[src/rtl/peri_uart_pkg.sv]
// peri_uart_pkg: register offsets, STATUS bit positions and TX FSM encoding
// shared by the UART transmitter and its FIFO neighbours.
package peri_uart_pkg;
    localparam logic [3:0] UART_TXDATA  = 4'h0;
    localparam logic [3:0] UART_STATUS  = 4'h4;
    localparam logic [3:0] UART_BAUDDIV = 4'h8;
    localparam logic [3:0] UART_IRQEN   = 4'hC;
    localparam int ST_FULL  = 0;
    localparam int ST_EMPTY = 1;
    localparam int ST_BUSY  = 2;
    localparam int ST_OVF   = 3;
    typedef enum logic [1:0] {IDLE, START, DATA, STOP} uart_state_e;
endpackage

[src/rtl/peri_sync_fifo.sv]
// peri_sync_fifo: single-clock FIFO with extra-MSB pointers; a push into a full
// FIFO is accepted only when a pop frees a slot on the same edge.
module peri_sync_fifo #(
    parameter int WIDTH = 8,
    parameter int DEPTH = 8
) (
    input  logic             clk,
    input  logic             rst,
    input  logic             push,
    input  logic             pop,
    input  logic [WIDTH-1:0] din,
    output logic [WIDTH-1:0] dout,
    output logic             full,
    output logic             empty
);
    localparam int AW = $clog2(DEPTH);
    logic [WIDTH-1:0] mem_q [DEPTH];
    logic [AW:0] wp_q, wp_d, rp_q, rp_d;
    logic wr_en, rd_en;
    assign empty = wp_q == rp_q;
    assign full  = (wp_q[AW] != rp_q[AW]) && (wp_q[AW-1:0] == rp_q[AW-1:0]);
    assign dout  = mem_q[rp_q[AW-1:0]];
    always_comb begin
        rd_en = pop & ~empty;
        wr_en = push & (~full | rd_en);
        wp_d  = wp_q + {{AW{1'b0}}, wr_en};
        rp_d  = rp_q + {{AW{1'b0}}, rd_en};
    end
    always_ff @(posedge clk or posedge rst) begin
        if (rst) begin
            wp_q <= '0;
            rp_q <= '0;
        end else begin
            wp_q <= wp_d;
            rp_q <= rp_d;
        end
    end
    always_ff @(posedge clk) begin
        if (wr_en) mem_q[wp_q[AW-1:0]] <= din;
    end
endmodule

[src/rtl/peri_uart_tx.sv]
// peri_uart_tx: memory-mapped 8N1 UART transmitter with a TX FIFO,
// programmable bit time (BAUDDIV+1 clocks) and an idle/empty interrupt.
module peri_uart_tx
    import peri_uart_pkg::*;
#(
    parameter logic [31:0] BASE_ADDR   = 32'h4000_1000,
    parameter int          FIFO_DEPTH  = 8,
    parameter logic [15:0] DEFAULT_DIV = 16'd867
) (
    input  logic        clk,
    input  logic        cpurst,
    input  logic        regw,
    input  logic        regr,
    input  logic [31:0] adr,
    input  logic [31:0] wdata,
    output logic        ack,
    output logic [31:0] rdat,
    output logic        txd,
    output logic        irq
);
    uart_state_e state_q, state_d;
    logic [7:0]  shift_q, shift_d, fifo_dout;
    logic [2:0]  bitcnt_q, bitcnt_d;
    logic [15:0] baud_q, baud_d, bauddiv_q, bauddiv_d;
    logic [31:0] rdat_q, rdat_d, status, rd_mux;
    logic ack_q, ack_d, irq_q, irq_d, ovf_q, ovf_d, irqen_q, irqen_d;
    logic sel, wr, push, pop, full, empty, busy, bit_end;
    logic [3:0] off;
    logic unused;
    assign unused = ^{adr[1:0], wdata[31:16]};
    peri_sync_fifo #(.WIDTH(8), .DEPTH(FIFO_DEPTH)) u_fifo (
        .clk(clk), .rst(cpurst), .push(push), .pop(pop), .din(wdata[7:0]),
        .dout(fifo_dout), .full(full), .empty(empty)
    );
    // Bus side: ack low for the cycle after each completion splits held requests.
    always_comb begin
        off    = {adr[3:2], 2'b00};
        sel    = (regw | regr) & (adr[31:4] == BASE_ADDR[31:4]) & ~ack_q;
        wr     = sel & regw;
        push   = wr & (off == UART_TXDATA);
        busy   = state_q != IDLE;
        status = '0;
        status[ST_FULL]  = full;
        status[ST_EMPTY] = empty;
        status[ST_BUSY]  = busy;
        status[ST_OVF]   = ovf_q;
        rd_mux = off == UART_TXDATA  ? {31'b0, full} :
                 off == UART_STATUS  ? status :
                 off == UART_BAUDDIV ? {16'b0, bauddiv_q} : {31'b0, irqen_q};
        ack_d     = sel;
        rdat_d    = (sel & regr) ? rd_mux : '0;
        bauddiv_d = (wr & (off == UART_BAUDDIV)) ? wdata[15:0] : bauddiv_q;
        irqen_d   = (wr & (off == UART_IRQEN)) ? wdata[0] : irqen_q;
        ovf_d     = (push & full & ~pop) |
                    (ovf_q & ~(wr & (off == UART_STATUS) & wdata[ST_OVF]));
        irq_d     = irqen_q & empty & ~busy;
    end
    always_comb begin
        bit_end  = baud_q == '0;
        state_d  = state_q;
        shift_d  = shift_q;
        bitcnt_d = bitcnt_q;
        baud_d   = bit_end ? bauddiv_q : baud_q - 16'd1;
        pop      = 1'b0;
        case (state_q)
            IDLE: begin
                pop      = ~empty;
                baud_d   = bauddiv_q;
                bitcnt_d = '0;
                if (~empty) begin
                    shift_d = fifo_dout;
                    state_d = START;
                end
            end
            START: if (bit_end) state_d = DATA;
            DATA: if (bit_end) begin
                shift_d  = shift_q >> 1;
                bitcnt_d = bitcnt_q + 3'd1;
                if (bitcnt_q == 3'd7) state_d = STOP;
            end
            STOP: if (bit_end) state_d = IDLE;
            default: state_d = IDLE;
        endcase
    end
    always_comb begin
        txd = state_q == START ? 1'b0 : state_q == DATA ? shift_q[0] : 1'b1;
    end
    always_ff @(posedge clk or posedge cpurst) begin
        if (cpurst) state_q <= IDLE;
        else        state_q <= state_d;
    end
    always_ff @(posedge clk or posedge cpurst) begin
        if (cpurst) begin
            shift_q   <= '0;
            bitcnt_q  <= '0;
            baud_q    <= '0;
            bauddiv_q <= DEFAULT_DIV;
            irqen_q   <= 1'b0;
            ovf_q     <= 1'b0;
            ack_q     <= 1'b0;
            rdat_q    <= '0;
            irq_q     <= 1'b0;
        end else begin
            shift_q   <= shift_d;
            bitcnt_q  <= bitcnt_d;
            baud_q    <= baud_d;
            bauddiv_q <= bauddiv_d;
            irqen_q   <= irqen_d;
            ovf_q     <= ovf_d;
            ack_q     <= ack_d;
            rdat_q    <= rdat_d;
            irq_q     <= irq_d;
        end
    end
    assign ack  = ack_q;
    assign rdat = rdat_q;
    assign irq  = irq_q;
endmodule

[config.mk]
export PLATFORM = sky130hd
export DESIGN_NAME = peri_uart_tx
export DESIGN_NICKNAME = d
export VERILOG_FILES = /design/src/rtl/peri_uart_pkg.sv /design/src/rtl/peri_sync_fifo.sv /design/src/rtl/peri_uart_tx.sv
export SDC_FILE = /design/constraint.sdc
export NUM_CORES = 1
export LEC_CHECK = 0
export ABC_AREA = 1
export CORE_ASPECT_RATIO = 1.1
export CORE_UTILIZATION = 55
export DETAILED_ROUTE_END_ITERATION = 16
export GPL_ROUTABILITY_DRIVEN = 1
export PLACE_DENSITY = 0.81
export SLEW_MARGIN = 20
export SYNTH_ARGS = -nofsm -noshare
export SYNTH_HDL_FRONTEND = slang
export SYNTH_HIERARCHICAL = 1
export SYNTH_SLANG_ARGS = --single-unit
[constraint.sdc]
create_clock -name clk -period 3.2 [get_ports clk]
set_input_delay 0.32 -clock clk [delete_from_list [all_inputs] [get_ports clk]]
set_output_delay 0.32 -clock clk [all_outputs]
set_load 0.01 [all_outputs]
* Word level (Yosys, flattened, before mapping)
Memories as Yosys holds them, arrays and structs flattened. Cells that the tools add are included.
Storage, ports and cells: bits in registers 73, output and inout port bits 35, logic and storage cells 89, bits of input ports 68, RAM bits 64, memories 1, latch bits 0, bits in read-only memories 0
Operators by class: eq/ne operators 16, shift-type cells 0, bitwise operators 25, order comparisons 0, $add $sub $neg 4, div/mod/pow operators 0, reductions and logical operators 9, $mul 0, multiplexer cells 22
Memory list:
- u_fifo.mem_q | words 8, width 8, rd ports 1, clocked after Yosys merged registers in 0, wr ports 1, RTL line peri_sync_fifo.sv:17 | logic [WIDTH-1:0] mem_q [DEPTH];
Operators by type and width (count):
- 16-bit two-way mux | 6
- 28-bit by 27-bit equality test with 1-bit output, second input constant | 1
- 1-bit AND | 16
- 16-bit logical NOT | 1
- 8-bit two-way mux | 2
- 8-bit one-hot mux with 2 select lines | 1
- 16-bit by 1-bit subtractor with 16-bit output, second input constant | 1
- 2-bit two-way mux | 5
- 2-bit != test, second input constant | 5
- 4-bit by 1-bit adder with 4-bit output | 2
- 2-bit equality test, second input constant | 4
- 2-bit one-hot mux with 4 select lines | 1
- 1-bit NOT | 6
- 3-bit one-hot mux with 2 select lines | 1
- 1-bit two-way mux | 5
- 5-bit AND reduction | 1
- 2-bit by 1-bit equality test with 1-bit output, second input constant | 2
- 4-bit equality test | 1
- 2-bit logical NOT | 2
- 2-bit nonzero test | 2
- 3-bit by 1-bit adder with 3-bit output, second input constant | 1
- 3-bit equality test | 1
- 3-bit equality test, second input constant | 1
- 3-bit two-way mux | 1
- other kinds (5) | 7

* Logic depth before layout (Yosys ltp)
word-level depth 9, gate-level depth with buffers 15, mapped depth without buffers 14

* Modules after synthesis
The synthesis kept the hierarchy.
Modules (own cells, without submodules):
- peri_uart_tx | instances 1, area each 3355.7 um2, seq. area each 1634.1 um2, cells each 400
- peri_sync_fifo | instances 1, area each 2944.1 um2, seq. area each 2122.0 um2, cells each 240

* Least setup slack after synthesis
No wires, ideal clock.
path type reg2reg, start point reg u_fifo.rp_q[1], end point reg u_fifo.wp_q[2], library setup time 0.124 ns, cell stages (with the launch flop) 16, slack 1.144 ns, data required time 3.076 ns, path buffers 1, arrival 1.932 ns, period minus slack after synthesis 2.056 ns, cell sequence dfrtp_1 > buf_6 > inv_1 > nand2_1 > nand2_1 > nor2_2 > inv_1 > nor3_2 > nor2_1 > inv_1 > nand4_1 > nand2_2 > inv_1 > ha_1 > ha_1 > xor2_1
Between the ends: word-level cells in the longest chain between the ends 7, elaborated cells on any way between the ends 10, those cells by class 1 x add/sub; 2 x eq/ne; 1 x mux; 5 x bitwise; 1 x reduce/logical
Ends and longest elaborated chain:
- start, declared | RTL line peri_sync_fifo.sv:18 | logic [AW:0] wp_q, wp_d, rp_q, rp_d;
- start signal, assigned | RTL line peri_sync_fifo.sv:35 | rp_q <= rp_d;
- 4-bit equality test | RTL line peri_sync_fifo.sv:20 | assign empty = wp_q == rp_q;
- net empty | RTL line peri_uart_tx.sv:27 | logic sel, wr, push, pop, full, empty, busy, bit_end;
- 1-bit NOT | RTL line peri_uart_tx.sv:67 | pop = ~empty;
- 1-bit two-way mux | RTL line peri_uart_tx.sv:65 | case (state_q)
- net pop | RTL line peri_uart_tx.sv:27
- 1-bit AND | RTL line peri_sync_fifo.sv:24 | rd_en = pop & ~empty;
- 1-bit bitwise OR | RTL line peri_sync_fifo.sv:25 | wr_en = push & (~full | rd_en);
- 1-bit AND | RTL line peri_sync_fifo.sv:25
- 4-bit by 1-bit adder with 4-bit output | RTL line peri_sync_fifo.sv:26 | wp_d = wp_q + {{AW{1'b0}}, wr_en};
- net u_fifo.wp_d[2] | RTL line peri_sync_fifo.sv:18
- end signal, assigned | RTL line peri_sync_fifo.sv:34 | wp_q <= wp_d;
- end, declared | RTL line peri_sync_fifo.sv:18
The timed path passes the listed nets, and every way through them passes these cells. A chain may end at the register's enable or synchronous reset.

* Worst setup path in the final report
start point reg state_q[0], end point out txd
Between the ends: word-level cells in the longest chain between the ends 3, elaborated cells on any way between the ends 4, those cells by class 2 x eq/ne; 2 x mux
Ends and longest elaborated chain:
- start, declared | RTL line peri_uart_tx.sv:21 | uart_state_e state_q, state_d;
- start signal, assigned | RTL line peri_uart_tx.sv:90 | else state_q <= state_d;
- 2-bit equality test | RTL line peri_uart_tx.sv:86 | txd = state_q == START ? 1'b0 : state_q == DATA ? shift_q[0] : 1'b1;
- 1-bit two-way mux | RTL line peri_uart_tx.sv:86
- 1-bit two-way mux (*) | RTL line peri_uart_tx.sv:86
- end, declared | RTL line peri_uart_tx.sv:18 | output logic txd,
Every way passes the cells marked *; elsewhere a longest branch is shown, timed or not.

==> impl_results.md <==
* Peak VDD IR at 0.482 mV
* Synth top area cells: edfxtp_1 31%, dfrtp_1 27%, nand2_1 8.0%, nor2_1 6.1%, o21ai_0 4.0%
* EDFF count, synth at 64
* CTS Buf Count at 17
* DP Wirelength at between 9 and 10 mm
* Max Cap Viol at 0
* Fin. max-slew vios at 0
* Unrepaired setup endpoints after global routing: false
* Pin count of the biggest net entering global routing at 66
* I/O pins at 103
* Starting Density at 0.570
* Setup Fix Bufs, Post-CTS at 0
* Syn Std Cell Area at 6300 sq um
* Top_reg_cell synth: dfrtp_1
* Clock share of power at 0.484
* Chip height at 114 um
* Grt ovf at 0
* Hold Buf Count CTS at 0
* Setup_tns at 0 ns
* Die W at around 100 um
* Fin crit share at 0.846
* Worst setup EP type: primary output
* Synth top area share at 0.305
* FP Rows at 40
* Area growth from synthesis to layout at 21.2%
* Gpl congestion at ~0.91
* Asr flop ratio synth at 0.533
* 1st-iter DRT viols at about 270
* Setup CP Type: reg2out
* Power density cells at around 520 nW/um^2
* Antenna viol nets, final at 0
* Vias per cell at 5.21
* Clk_skew at ~0.0087 ns
* DIE AREA at between 10,000 and 15,000 sq um
* Critical path data arrival time at 2.39 ns
* Non-Filler Instances at 874
* Layout cells sized above 1 at 0.105
* Lkg Pwr at 3.38 nW
* Startpoint Class: flip-flop
* RR Startpoint: u_fifo/rp_q[0]
* First-pass GRT wire length at 22.2 mm
* Max Fanout on Critical Path at 10
* Final hold vios at 0
* Worst-Skew Late Latency at 0.42 ns
* Max stage delay on crit path at 0.51 ns
* Int Power at 3.17 mW
* Clock root buffer: clkbuf_16
* Tot GR Track Use at 0.247
* Core Box Area at 11,100 sq um
* Detailed Routing Iterations Pass 1 at 5
* Required @ worst endpoint at 2.88 ns
* Buffers plus inverters on the worst setup path at 3
* CTS clk-pin slew, worst paths at 0.06 ns
* Sw power at 826 uW
* Post-cts resize count at 0
* Outcome: complete, no violations
* Netlist cell types at 36
* Sw frac at 0.207
* Synth warn at 6
* FF+latch count, synth at approximately 140
* Register share of total power at 0.475
* Vias in the first global route at 4,655
* Via count at 4,555
* R2r worst-path depth at 11
* Mapped Cells at 640
* Critical-path cell list: inv_1 > ha_1 > inv_1 > nor2_1 > nor2_1 > clkdlybuf4s50_1
* Initial antenna violation count at 0
* Port Buffers at 68
* Worst-Margin Slew at 0.796 ns
* Post-Route WL at 13.2 mm
* Crit path from: state_q[0]
* Routed length per instance at roughly 15 um
* Slew headroom at 0.470
* Yosys top cell by area: edfxtp_1
* Syn avg cell area at 9.84 sq um
* Maximum clock rate at 369 MHz
* Nets at a little under 800
* Combinational fraction of design power at 0.041
* CTS tree: built
* Drt drc at 0
* Seq/Total Area, Yosys at 0.596
* CP top delay family: buffers and inverters
* Reg2Reg Capture Point: u_fifo/mem_q[1][2]
* Hold WC Path Type: in2async
* Max Buffers Root-to-Sink at 2
* Clk sinks at 137
* Critical Path Slowest Stage Cell: ha_1
* Setup-failing EPs final at 0
* Placed Cells incl. Taps at 842
* R2r setup slk at ~0.73 ns
* Final worst path period need at 2.71 ns
* Htree depth at 4
* Antenna diode count at 0
-- layout make-up --
type / count / area [sq um]
timing repair buffer: 77 / 748
inverter: 56 / 210
fill: 810 / 3430
sequential: 137 / 3760
clock inverter: 10 / 116
clock buffer: 22 / 475
tap: 147 / 184
multi-input combinational: 425 / 2140
-- per-stage QoR --
stage | setup slack, ns | util | power, mW | hold slack [ns] | instance area (sq um)
after floorplan | 1.14 | - | 2.00 | 0.136 | 6360
after global placement | 0.548 | 0.637 | 2.08 | 0.460 | 7040
after detailed placement | 0.438 | 0.637 | 2.09 | 0.467 | 7040
after CTS | 0.515 | 0.690 | 4.01 | 0.199 | 7630
after global routing | 0.374 | 0.690 | 4.12 | 0.233 | 7630
final | 0.493 | 0.690 | 3.99 | 0.199 | 7630
-- cells by family (layout without fill, tap and decap cells) --
| group | after synthesis | in the layout | share of synthesized area |
|---|---|---|---|
| flops | 137 | 137 | 0.596 |
| mux | 7 | 7 | 0.0111 |
| xor+xnor | 17 | 17 | 0.0236 |
| other cells | 1 | 16 | 0.000595 |
| simple gates | 275 | 275 | 0.179 |
| buf+inv | 93 | 165 | 0.0727 |
| fa+ha+maj | 12 | 12 | 0.0238 |
| compound gates | 98 | 98 | 0.0926 |
-- cell usage in the layout, fill, tap and decap left out, drive strengths merged, types with 2 or more instances in the layout --
master	synthesis	layout
clkbuf	3	22
nand3	25	25
nand2	137	137
dfstp	6	6
ha	12	12
o31ai	2	2
bufinv	0	2
o22ai	16	16
xor2	9	9
nand4	2	2
a21oi	7	7
edfxtp	64	64
nor3	4	4
inv	56	58
mux2i	7	7
clkinv	0	3
clkdlybuf4s50	0	68
conb	1	16
dfrtp	67	67
clkinvlp	0	3
buf	34	9
o21ai	71	71
xnor2	8	8
nor2	107	107
-- routing by layer --
metal / routed length, um / vias to the layer above / global-route usage
met5: 0 / - / 0
met4: 319 / 0 / 0.119
met3: 794 / 31 / 0.0643
met2: 6890 / 166 / 0.430
met1: 5210 / 2140 / 0.288
li1: - / 2218 / -
-- how the worst max path moves through the flow --
stage | end | depth (start not counted)
after global placement | u_fifo/mem_q[2][5] | 11
final | txd | 6
after floorplan | u_fifo/wp_q[2] | 15
after CTS | txd | 6
after detailed placement | u_fifo/mem_q[7][4] | 11
after global routing | txd | 6
-- state kept, by name, summed over array words and instances (netlist names) --
| name | cells |
|---|---|
| u_fifo/wp_q | 4 |
| bauddiv_q | 16 |
| baud_q | 16 |
| ack | 1 |
| ovf_q | 1 |
| shift_q | 8 |
| u_fifo/mem_q | 64 |
| irq | 1 |
| u_fifo/rp_q | 4 |
| state_q | 2 |
| rdat | 16 |
| bitcnt_q | 3 |
| irqen_q | 1 |
-- power by group through the flow --
stage,Sequential [mW],Clock [mW],Combinational (mW)
floorplan,1.92,0,0.0829
global placement,1.92,0,0.159
detailed placement,1.93,0,0.168
CTS,1.89,1.95,0.168
global route,1.90,2.04,0.187
finish,1.89,1.93,0.166
-- synthesized netlist by cell type (2+ instances only) --
cell type    n
nand2_1    134
nor2_1     102
dfrtp_1     67
edfxtp_1    64
inv_1       53
o21ai_0     50
nand3_1     23
buf_4       16
o21ai_2     16
o22ai_1     16
buf_2       13
ha_1        12
xor2_1       9
xnor2_1      8
mux2i_1      7
a21oi_1      6
dfstp_2      6
o21ai_1      5
buf_6        4
nor2_2       4
inv_2        3
nand2_2      3
nor3_1       3
clkbuf_2     2
nand4_1      2
o31ai_1      2
Power figures use the tool's default switching activity.
